--- config.mk ---
export PLATFORM = sky130hd
export DESIGN_NAME = pattern_detector_param_flat
export DESIGN_NICKNAME = d
export VERILOG_FILES = /design/src/rtl/pattern_detector_param_pkg.sv /design/src/rtl/pattern_detector_param_if.sv /design/src/rtl/pattern_detector_param_window.sv /design/src/rtl/pattern_detector_param.sv /design/src/flat_wrapper.sv
export SDC_FILE = /design/constraint.sdc
export NUM_CORES = 1
export LEC_CHECK = 0
export BUFFER_PORTS_ARGS = -buffer_cell sky130_fd_sc_hd__buf_2
export CORE_AREA = 2 2 46 56
export DETAILED_ROUTE_END_ITERATION = 8
export DIE_AREA = 0 0 48 58
export PLACE_DENSITY = 0.65
export SLEW_MARGIN = 0
export SYNTH_ARGS = -nofsm -noshare
export SYNTH_HDL_FRONTEND = slang
export SYNTH_HIERARCHICAL = 1
export SYNTH_SLANG_ARGS = --single-unit
export TNS_END_PERCENT = 1
--- constraint.sdc ---
create_clock -name clk -period 2 [get_ports clk]
set_input_delay 0.1 -clock clk [delete_from_list [all_inputs] [get_ports clk]]
set_output_delay 0.1 -clock clk [all_outputs]
set_load 0.05 [all_outputs]
--- src/rtl/pattern_detector_param_pkg.sv ---
// pattern_detector_param_pkg
//   Shared definitions for the serial pattern-detector family.
//   - fillWidth(): width of the fill counter that tracks how much history is primed
//   - ovl_mode_e / OVL_ON / OVL_OFF: overlap mode encoding
//   - PAT_1011 / PAT_1111 / PAT_0110: pattern constants reused by other detectors
package pattern_detector_param_pkg;

  typedef enum logic {
    MODE_NONOVL = 1'b0,
    MODE_OVL    = 1'b1
  } ovl_mode_e;

  localparam logic OVL_ON  = 1'b1;
  localparam logic OVL_OFF = 1'b0;

  localparam logic [3:0] PAT_1011 = 4'b1011;
  localparam logic [3:0] PAT_1111 = 4'b1111;
  localparam logic [3:0] PAT_0110 = 4'b0110;

  // Fill states run 0..N-1, so clog2(N) bits always suffice.
  function automatic int fillWidth(input int n);
    return (n <= 2) ? 1 : $clog2(n);
  endfunction

endpackage

--- src/rtl/pattern_detector_param_if.sv ---
// pattern_detector_param_if
//   Serial input / control / result bundle for pattern_detector_param.
//   master: drives en, in, load, pat, overlap, clr_cnt; receives q, count, busy_fill
//   slave : the detector itself
interface pattern_detector_param_if #(
  parameter int N  = 4,
  parameter int CW = 8
);
  logic          en;
  logic          in;
  logic          load;
  logic [N-1:0]  pat;
  logic          overlap;
  logic          clr_cnt;
  logic          q;
  logic [CW-1:0] count;
  logic          busy_fill;

  modport master (
    output en, in, load, pat, overlap, clr_cnt,
    input  q, count, busy_fill
  );

  modport slave (
    input  en, in, load, pat, overlap, clr_cnt,
    output q, count, busy_fill
  );
endinterface

--- src/rtl/pattern_detector_param_window.sv ---
// pattern_window
//   Holds the last N-1 accepted bits (newest in bit 0) and compares the
//   N-bit window {history, in} against the active pattern.
//   Ports: clk, rst (sync, active-high), clear (empty the history),
//          shift (accept in), in (serial bit), pat (N-bit pattern),
//          eq (window equals pattern, combinational)
module pattern_window #(
  parameter int N = 4
) (
  input  logic         clk,
  input  logic         rst,
  input  logic         clear,
  input  logic         shift,
  input  logic         in,
  input  logic [N-1:0] pat,
  output logic         eq
);

  logic [N-2:0] hist_q;
  logic [N-2:0] hist_d;

  // With N = 2 the history is a single bit, so there is nothing to shift along.
  if (N == 2) begin : g_hist_one
    assign hist_d = in;
  end else begin : g_hist_many
    assign hist_d = {hist_q[N-3:0], in};
  end

  always_ff @(posedge clk) begin
    if (rst || clear) begin
      hist_q <= '0;
    end else if (shift) begin
      hist_q <= hist_d;
    end
  end

  assign eq = ({hist_q, in} == pat);

endmodule

--- src/rtl/pattern_detector_param.sv ---
// pattern_detector_param
//   Parametrised Moore serial-pattern detector with reloadable pattern and
//   overlap mode, registered one-cycle match pulse and saturating match count.
//   Ports: clk (rising edge), rst (sync, active-high),
//          bus.slave: en, in, load, pat, overlap, clr_cnt -> q, count, busy_fill
module pattern_detector_param
  import pattern_detector_param_pkg::*;
#(
  parameter int           N           = 4,
  parameter logic [N-1:0] DEFAULT_PAT = N'(PAT_1011),
  parameter logic         DEFAULT_OVL = OVL_ON,
  parameter int           CW          = 8
) (
  input  logic                     clk,
  input  logic                     rst,
  pattern_detector_param_if.slave  bus
);

  localparam int             FW       = fillWidth(N);
  localparam logic [FW-1:0]  FILL_RUN = FW'(N - 1);
  localparam logic [CW-1:0]  CNT_MAX  = '1;

  logic [N-1:0]  patReg_q;
  ovl_mode_e     ovlReg_q;
  logic [FW-1:0] fill_q;
  logic [FW-1:0] fill_d;
  logic          match_q;
  logic [CW-1:0] count_q;
  logic          eq;
  logic          hit;

  // History is emptied on load and never sees the bit dropped in that cycle.
  pattern_window #(.N(N)) u_window (
    .clk   (clk),
    .rst   (rst),
    .clear (bus.load),
    .shift (bus.en && !bus.load),
    .in    (bus.in),
    .pat   (patReg_q),
    .eq    (eq)
  );

  assign hit = bus.en && !bus.load && (fill_q == FILL_RUN) && eq;

  // A non-overlapping match throws the window away, so the next match
  // needs N fresh bits; otherwise fill climbs to RUN and stays there.
  always_comb begin
    fill_d = fill_q;
    if (hit && (ovlReg_q == MODE_NONOVL)) begin
      fill_d = '0;
    end else if (fill_q != FILL_RUN) begin
      fill_d = fill_q + 1'b1;
    end
  end

  // Fill FSM (FILL_0..FILL_N-2, RUN), loaded configuration and match pulse.
  always_ff @(posedge clk) begin
    if (rst) begin
      patReg_q <= DEFAULT_PAT;
      ovlReg_q <= ovl_mode_e'(DEFAULT_OVL);
      fill_q   <= '0;
      match_q  <= 1'b0;
    end else if (bus.load) begin
      patReg_q <= bus.pat;
      ovlReg_q <= ovl_mode_e'(bus.overlap);
      fill_q   <= '0;
      match_q  <= 1'b0;
    end else if (bus.en) begin
      fill_q   <= fill_d;
      match_q  <= hit;
    end else begin
      match_q  <= 1'b0;
    end
  end

  // Clear beats a coincident hit; the count sticks at all-ones instead of wrapping.
  always_ff @(posedge clk) begin
    if (rst || bus.clr_cnt) begin
      count_q <= '0;
    end else if (hit && (count_q != CNT_MAX)) begin
      count_q <= count_q + 1'b1;
    end
  end

  assign bus.q         = match_q;
  assign bus.count     = count_q;
  assign bus.busy_fill = (fill_q < FILL_RUN);

endmodule

--- src/flat_wrapper.sv ---
// flat-port wrapper written by rule: the top's interface ports become plain ports
module pattern_detector_param_flat import pattern_detector_param_pkg::*;
#(
  parameter int           N           = 4,
  parameter logic [N-1:0] DEFAULT_PAT = N'(PAT_1011),
  parameter logic         DEFAULT_OVL = OVL_ON,
  parameter int           CW          = 8
)
  (clk, rst, bus_en, bus_in, bus_load, bus_pat, bus_overlap, bus_clr_cnt, bus_q, bus_count, bus_busy_fill);
  pattern_detector_param_if #(.N(N), .CW(CW)) bus_i ();
  input  logic clk;
  input  logic rst;
  input wire logic [$bits(bus_i.en)-1:0] bus_en;
  input wire logic [$bits(bus_i.in)-1:0] bus_in;
  input wire logic [$bits(bus_i.load)-1:0] bus_load;
  input wire logic [$bits(bus_i.pat)-1:0] bus_pat;
  input wire logic [$bits(bus_i.overlap)-1:0] bus_overlap;
  input wire logic [$bits(bus_i.clr_cnt)-1:0] bus_clr_cnt;
  output wire logic [$bits(bus_i.q)-1:0] bus_q;
  output wire logic [$bits(bus_i.count)-1:0] bus_count;
  output wire logic [$bits(bus_i.busy_fill)-1:0] bus_busy_fill;
  assign bus_i.en = bus_en;
  assign bus_i.in = bus_in;
  assign bus_i.load = bus_load;
  assign bus_i.pat = bus_pat;
  assign bus_i.overlap = bus_overlap;
  assign bus_i.clr_cnt = bus_clr_cnt;
  assign bus_q = bus_i.q;
  assign bus_count = bus_i.count;
  assign bus_busy_fill = bus_i.busy_fill;
  pattern_detector_param #(.N(N), .DEFAULT_PAT(DEFAULT_PAT), .DEFAULT_OVL(DEFAULT_OVL), .CW(CW)) u_core (.clk(clk), .rst(rst), .bus(bus_i));
endmodule
Word-level counts from Yosys, hierarchy flattened

Cells that the tools add are included.

Multiplexer cells: 2
Reductions and logical operators: 12
Equal/unequal tests: 4
Add/subtract/negate cells: 2
Bitwise gates (word level): 2
Order comparisons: 1

Operators with widths:

| cell                | count |
|---|---|
| $add 8x1->8 const B | 1 |
| $ne 8x8->1 const B  | 1 |
| $logic_and 1x1->1   | 5 |
| $eq 4x4->1          | 1 |
| $mux 2              | 2 |
| $reduce_or 3->1     | 1 |
| $add 2x1->2 const B | 1 |
| $eq 2x2->1 const B  | 1 |
| $logic_or 1x1->1    | 2 |
| $lt 2x2->1 const B  | 1 |
| $ne 2x2->1 const B  | 1 |
| $not 1->1           | 2 |
| $reduce_and 2->1    | 1 |
| $reduce_bool 2->1   | 1 |
| $reduce_or 2->1     | 1 |
| $logic_not 1->1     | 1 |

Output and inout port bits: 10
Flip-flop bits (word level): 19
Logic and storage cells: 29

Logic depth before layout (Yosys ltp)

Word-level depth: 7
Gate-level depth with buffers: 5
Depth with buffers taken out: 5

By module

The synthesis kept the hierarchy.

Modules (own cells, without submodules):

| module                 | area each (um^2) | sequential area each (um^2) | cells an instance | instances |
|---|---|---|---|---|
| pattern_detector_param | 807.0            | 320.3                       | 84                | 1 |
| pattern_window         | 152.6            | 60.1                        | 14                | 1 |

Worst setup path after synthesis

Ideal clock, no wire load.

Path kind: reg2reg
Start point: register u_core.count_q[0] (netlist: u_core/bus.count[0])
End point: register u_core.count_q[5] (netlist: u_core/bus.count[5])
Data arrival time: 1.548 ns
Required time: 1.914 ns
Path slack: 0.366 ns
Stages on the path, launching flop included: 5
Path buffers: 0
Cells stage by stage: dfxtp_1 -> ha_1 -> and4_4 -> a211oi_1 -> a211oi_1

Cells in the longest elaborated chain, start to end: 2

Ends and longest elaborated chain:

| element                                                             | RTL line                     | RTL |
|---|---|---|
| from (decl)                                                         | pattern_detector_param.sv:28 | `logic [CW-1:0] count_q;` |
| from (signal assigned)                                              | pattern_detector_param.sv:81 | `count_q <= count_q + 1'b1;` |
| parallel branches: the longest is 2 deep, another holds $add 8x1->8 | --                           |  |

Several ways; the timed one is not identified.
A chain may end at the register's enable or synchronous reset.

Worst setup path after layout

Start point: register u_core.u_window.hist_q[0]
End point: register u_core.count_q[7] (netlist: u_core/bus.count[7])

Cells in the longest elaborated chain, start to end: 3

Ends and longest elaborated chain:

| element                | RTL line                            | RTL |
|---|---|---|
| from (decl)            | pattern_detector_param_window.sv:19 | `logic [N-2:0] hist_q;` |
| from (signal assigned) | pattern_detector_param_window.sv:33 | `hist_q <= hist_d;` |
| $eq 4x4->1             | pattern_detector_param_window.sv:37 | `assign eq = ({hist_q, in} == pat);` |
| named net u_core.eq    | pattern_detector_param.sv:29        | `logic eq;` |
| $logic_and 1x1->1      | pattern_detector_param.sv:43        | `assign hit = bus.en && !bus.load && (fill_q == FILL_RUN) && eq;` |
| $logic_and 1x1->1      | pattern_detector_param.sv:80        | `end else if (hit && (count_q != CNT_MAX)) begin` |

The timed path passes the listed nets, and every way through them passes these cells.

==> flow_metrics.py <==
metrics = {
    "synthesis": {
        "yosysSeqAreaShare_pct": 39.6,
        "synth_area_um2": 960,
        "netlist_instances": 98,
        "syn_avg_cell_area_um2": 9.79,
        "ys_seq_elements": 19,
        "synth_top_area_cell": "dfxtp_1",
        "ys_top_cells_by_area": "dfxtp_1 40%, mux2i_1 10%, a211oi_1 5.5%, a211o_1 3.7%, xor2_1 3.7%",
        "syn_nets": 111,
        "synth_cell_types": 32,
        "ys_warn_count": 6,
        "synth_top_area_share_pct": 39.6,
    },
    "sta": {
        "slew_headroom_pct": 71.8,
        "finalSetupViolations": 0,
        "tns_ns": 0,
        "post-route-period-util_pct": 88.6,
        "clock.fmax_ghz": 0.565,
        "maxSlewViolCount": 0,
        "worstMarginPinSlew_ns": 0.420,
        "rsz0062_at_grt": "false",
        "period_minus_slack_ns": 1.77,
        "hold_viol_final": 0,
        "finClkSkew_ns": 0.00375,
    },
    "power": {
        "power_leakage_nw": 0.469,
        "powerDensity_nw_per_um2": 564,
        "vdd_ir_drop_max_mv": 0.344,
    },
    "layout": {
        "synthToLayoutAreaGrowth_pct": 20.6,
        "antennaDiodeCount": 0,
        "stdcell_count": 155,
        "multi_input_area_um2": 563,
        "fillers": 219,
        "seq_area_um2": 380,
        "drive_gt1_share_pct": 24.2,
        "final_nets": 138,
    },
    "cts": {
        "htreeDepth": 1,
        "clock-sinks": 19,
        "cts_inserted_buffers": 3,
        "clk_pin_slew_ns": 0.11,
        "root_buffer": "clkbuf_4",
        "clockBufferDepth": 2,
        "worst_skew_pair.late_latency_ns": 0.30,
        "postCtsSetupRepairBufs": 0,
        "cts_tree": "built",
    },
    "setup_path": {
        "crit_path_end_kind": "register",
        "cp_data_arrival_time_ns": 2.01,
        "cpMaxStageDelayCell": "nor4_2",
        "reg2reg_slack_ns": 0.23,
        "cp.required_ns": 2.24,
        "crit_type": "register to register",
        "r2r_end": "u_core/bus.count[7]",
        "r2r_cells": 5,
        "start_kind": "register",
        "crit_chain": "xor2_1 > nor4_2 > nand4b_4 > nor4b_4 > mux2i_1",
        "cp_max_fo": 8,
        "r2r_start": "u_core/u_window/hist_q[0]",
        "max_stage_delay_ns": 0.42,
    },
    "drt": {
        "dr.pass1.iters": 4,
        "first_iter_violations": 22,
        "routed_wl_mm": 1.85,
        "drc": 0,
        "wl_per_cell_um": 11.9,
        "num_vias": 810,
        "via_per_inst": 5.23,
        "drt.antenna.violating_nets": 0,
    },
    "grt": {
        "grt_start_max_net_pins": 18,
        "track_usage_pct": 16.0,
        "overflow": 0,
        "antenna_found_initial": 0,
        "grt_pass1_wl_mm": 3.27,
        "grt_pass1_vias": 756,
    },
    "run": {
        "drv_cap": 0,
    },
    "die": {
        "ioPinCount": 21,
        "die_area_um2": 2780,
        "fp.dieW_um": 48,
        "rows": 19,
        "core_area_um2": 2260,
        "start_util_pct": 42.5,
        "fp.dieH_um": 58,
    },
    "min_path": {
        "holdPathEnd": "u_core/patReg_q[2]",
        "hold_class": "input port to register",
        "hp-start": "bus_pat[2]",
        "min_path_cells": 3,
    },
    "place": {
        "dp_cells": 147,
        "gp_congestion": 0.790,
        "dp_hpwl_mm": 1.32,
        "portBuffers": 20,
    },
    "status": {
        "status": "completed",
    },
}
[kinds of logic (layout without fill, tap and decap cells)]
group	count (synthesis)	in the layout	share of synthesized area [%]
compound gates	17	17	13.2
xor+xnor	4	4	3.65
fa+ha+maj	2	2	2.61
buf+inv	4	30	1.69
flops	19	19	39.6
mux	10	10	10.4
simple gates	42	42	28.8
[where the power goes]
group | leakage, nW | internal, W | switching, W
Clock | 0.0177 | 0.0000744 | 0.000124
Combinational | 0.296 | 0.0000316 | 0.0000303
Sequential | 0.155 | 0.000387 | 0.00000541
[cell usage in the layout (no fill, tap or decap), types with 2 or more instances in the layout]
cell / n
dlygate4sd3_1: 4
nand3_1: 3
a211oi_1: 7
a31oi_1: 2
nor2_1: 5
clkbuf_4: 3
or3_1: 4
inv_1: 2
and3_1: 2
buf_2: 20
ha_1: 2
xor2_1: 4
nand2_1: 9
dfxtp_1: 19
nor3_1: 3
a211o_1: 4
mux2i_1: 10
nor2b_1: 5
[area by class of cell]
cell class,instances,share of cell area [%]
multi-input cells,75,48.6
flip-flops and latches,19,32.9
repair buffers,24,12.1
well taps,31,3.35
clock buffers,3,1.95
inverters,2,0.649
clock inverters,1,0.432
[worst max-delay path by stage]
stage               depth (start not counted)                       from             endpoint  slack (ns)
CTS                                         5  u_core/u_window/hist_q[0]  u_core/bus.count[7]        0.22
global route                                5  u_core/u_window/hist_q[0]  u_core/bus.count[6]        0.08
global placement                            5  u_core/u_window/hist_q[0]  u_core/bus.count[6]        0.30
detailed placement                          5  u_core/u_window/hist_q[0]  u_core/bus.count[7]        0.24
floorplan                                   4        u_core/bus.count[0]  u_core/bus.count[5]        0.37
finish                                      5  u_core/u_window/hist_q[0]  u_core/bus.count[7]        0.23
[sequential cells by signal (all words and copies together) (netlist names)]
name and cells:
u_core/bus.count 8, u_core/u_window/hist_q 3, u_core/ovlReg_q 1, u_core/patReg_q 4, u_core/fill_q 2, u_core/bus.q 1
[per-layer routing]
metal	share of wire, %	global-route usage, %	vias to the layer above
met4	0.86	6.95	0
li1	-	-	419
met3	3.5	2.80	2
met5	0	0	-
met1	47	21.7	374
met2	49	24.4	15
[synthesized netlist by cell type]
| cell | count |
|---|---|
| a21oi_2 | 1 |
| a211oi_1 | 7 |
| nor4b_4 | 1 |
| nand2_1 | 9 |
| nor4_2 | 1 |
| nand4b_4 | 1 |
| clkbuf_1 | 1 |
| or2_2 | 1 |
| nand3_1 | 3 |
| nor3b_1 | 1 |
| and4_4 | 1 |
| nand4_1 | 1 |
| and2_1 | 1 |
| or3_1 | 4 |
| inv_1 | 2 |
| mux2i_1 | 10 |
| and4_1 | 1 |
| a21oi_1 | 1 |
| ha_1 | 2 |
| dfxtp_1 | 19 |
| and4b_1 | 1 |
| xor2_1 | 4 |
| nor2_1 | 5 |
| nor3_1 | 3 |
| o21ai_0 | 1 |
| and3_1 | 2 |
| o21a_1 | 1 |
| nor2b_1 | 5 |
| a211o_1 | 4 |
| a31oi_1 | 2 |
| nor4b_1 | 1 |
| buf_2 | 1 |
[worst max-delay path, delay by kind of cell (launching register included)]
kind                      cells  cell delay [ns]
and+or+nand+nor               3             1.00
DFF                           1             0.35
muxes                         1             0.20
xor gates and xnor gates      1             0.17
[through the flow]
step                      instance area [um^2]  worst slack (ns)  total power (W)  utilization (%)  hold slack, ns
final                                     1160             0.229         0.000652             51.2          0.0354
after CTS                                 1160             0.216         0.000661             51.2          0.0264
after detailed placement                  1090             0.242         0.000457             48.3           0.310
after global placement                    1090             0.304         0.000456             48.3           0.306
after floorplan                            960             0.366         0.000437                -           0.177
after global routing                      1160            0.0822         0.000689             51.2          0.0577
[repair_timing]
action | in CTS | in global routing
hold buffers | 4 | 0
hold endpoints to repair | 4 | 0
resized for setup | 0 | 0
(Power assumes the default switching activity.)
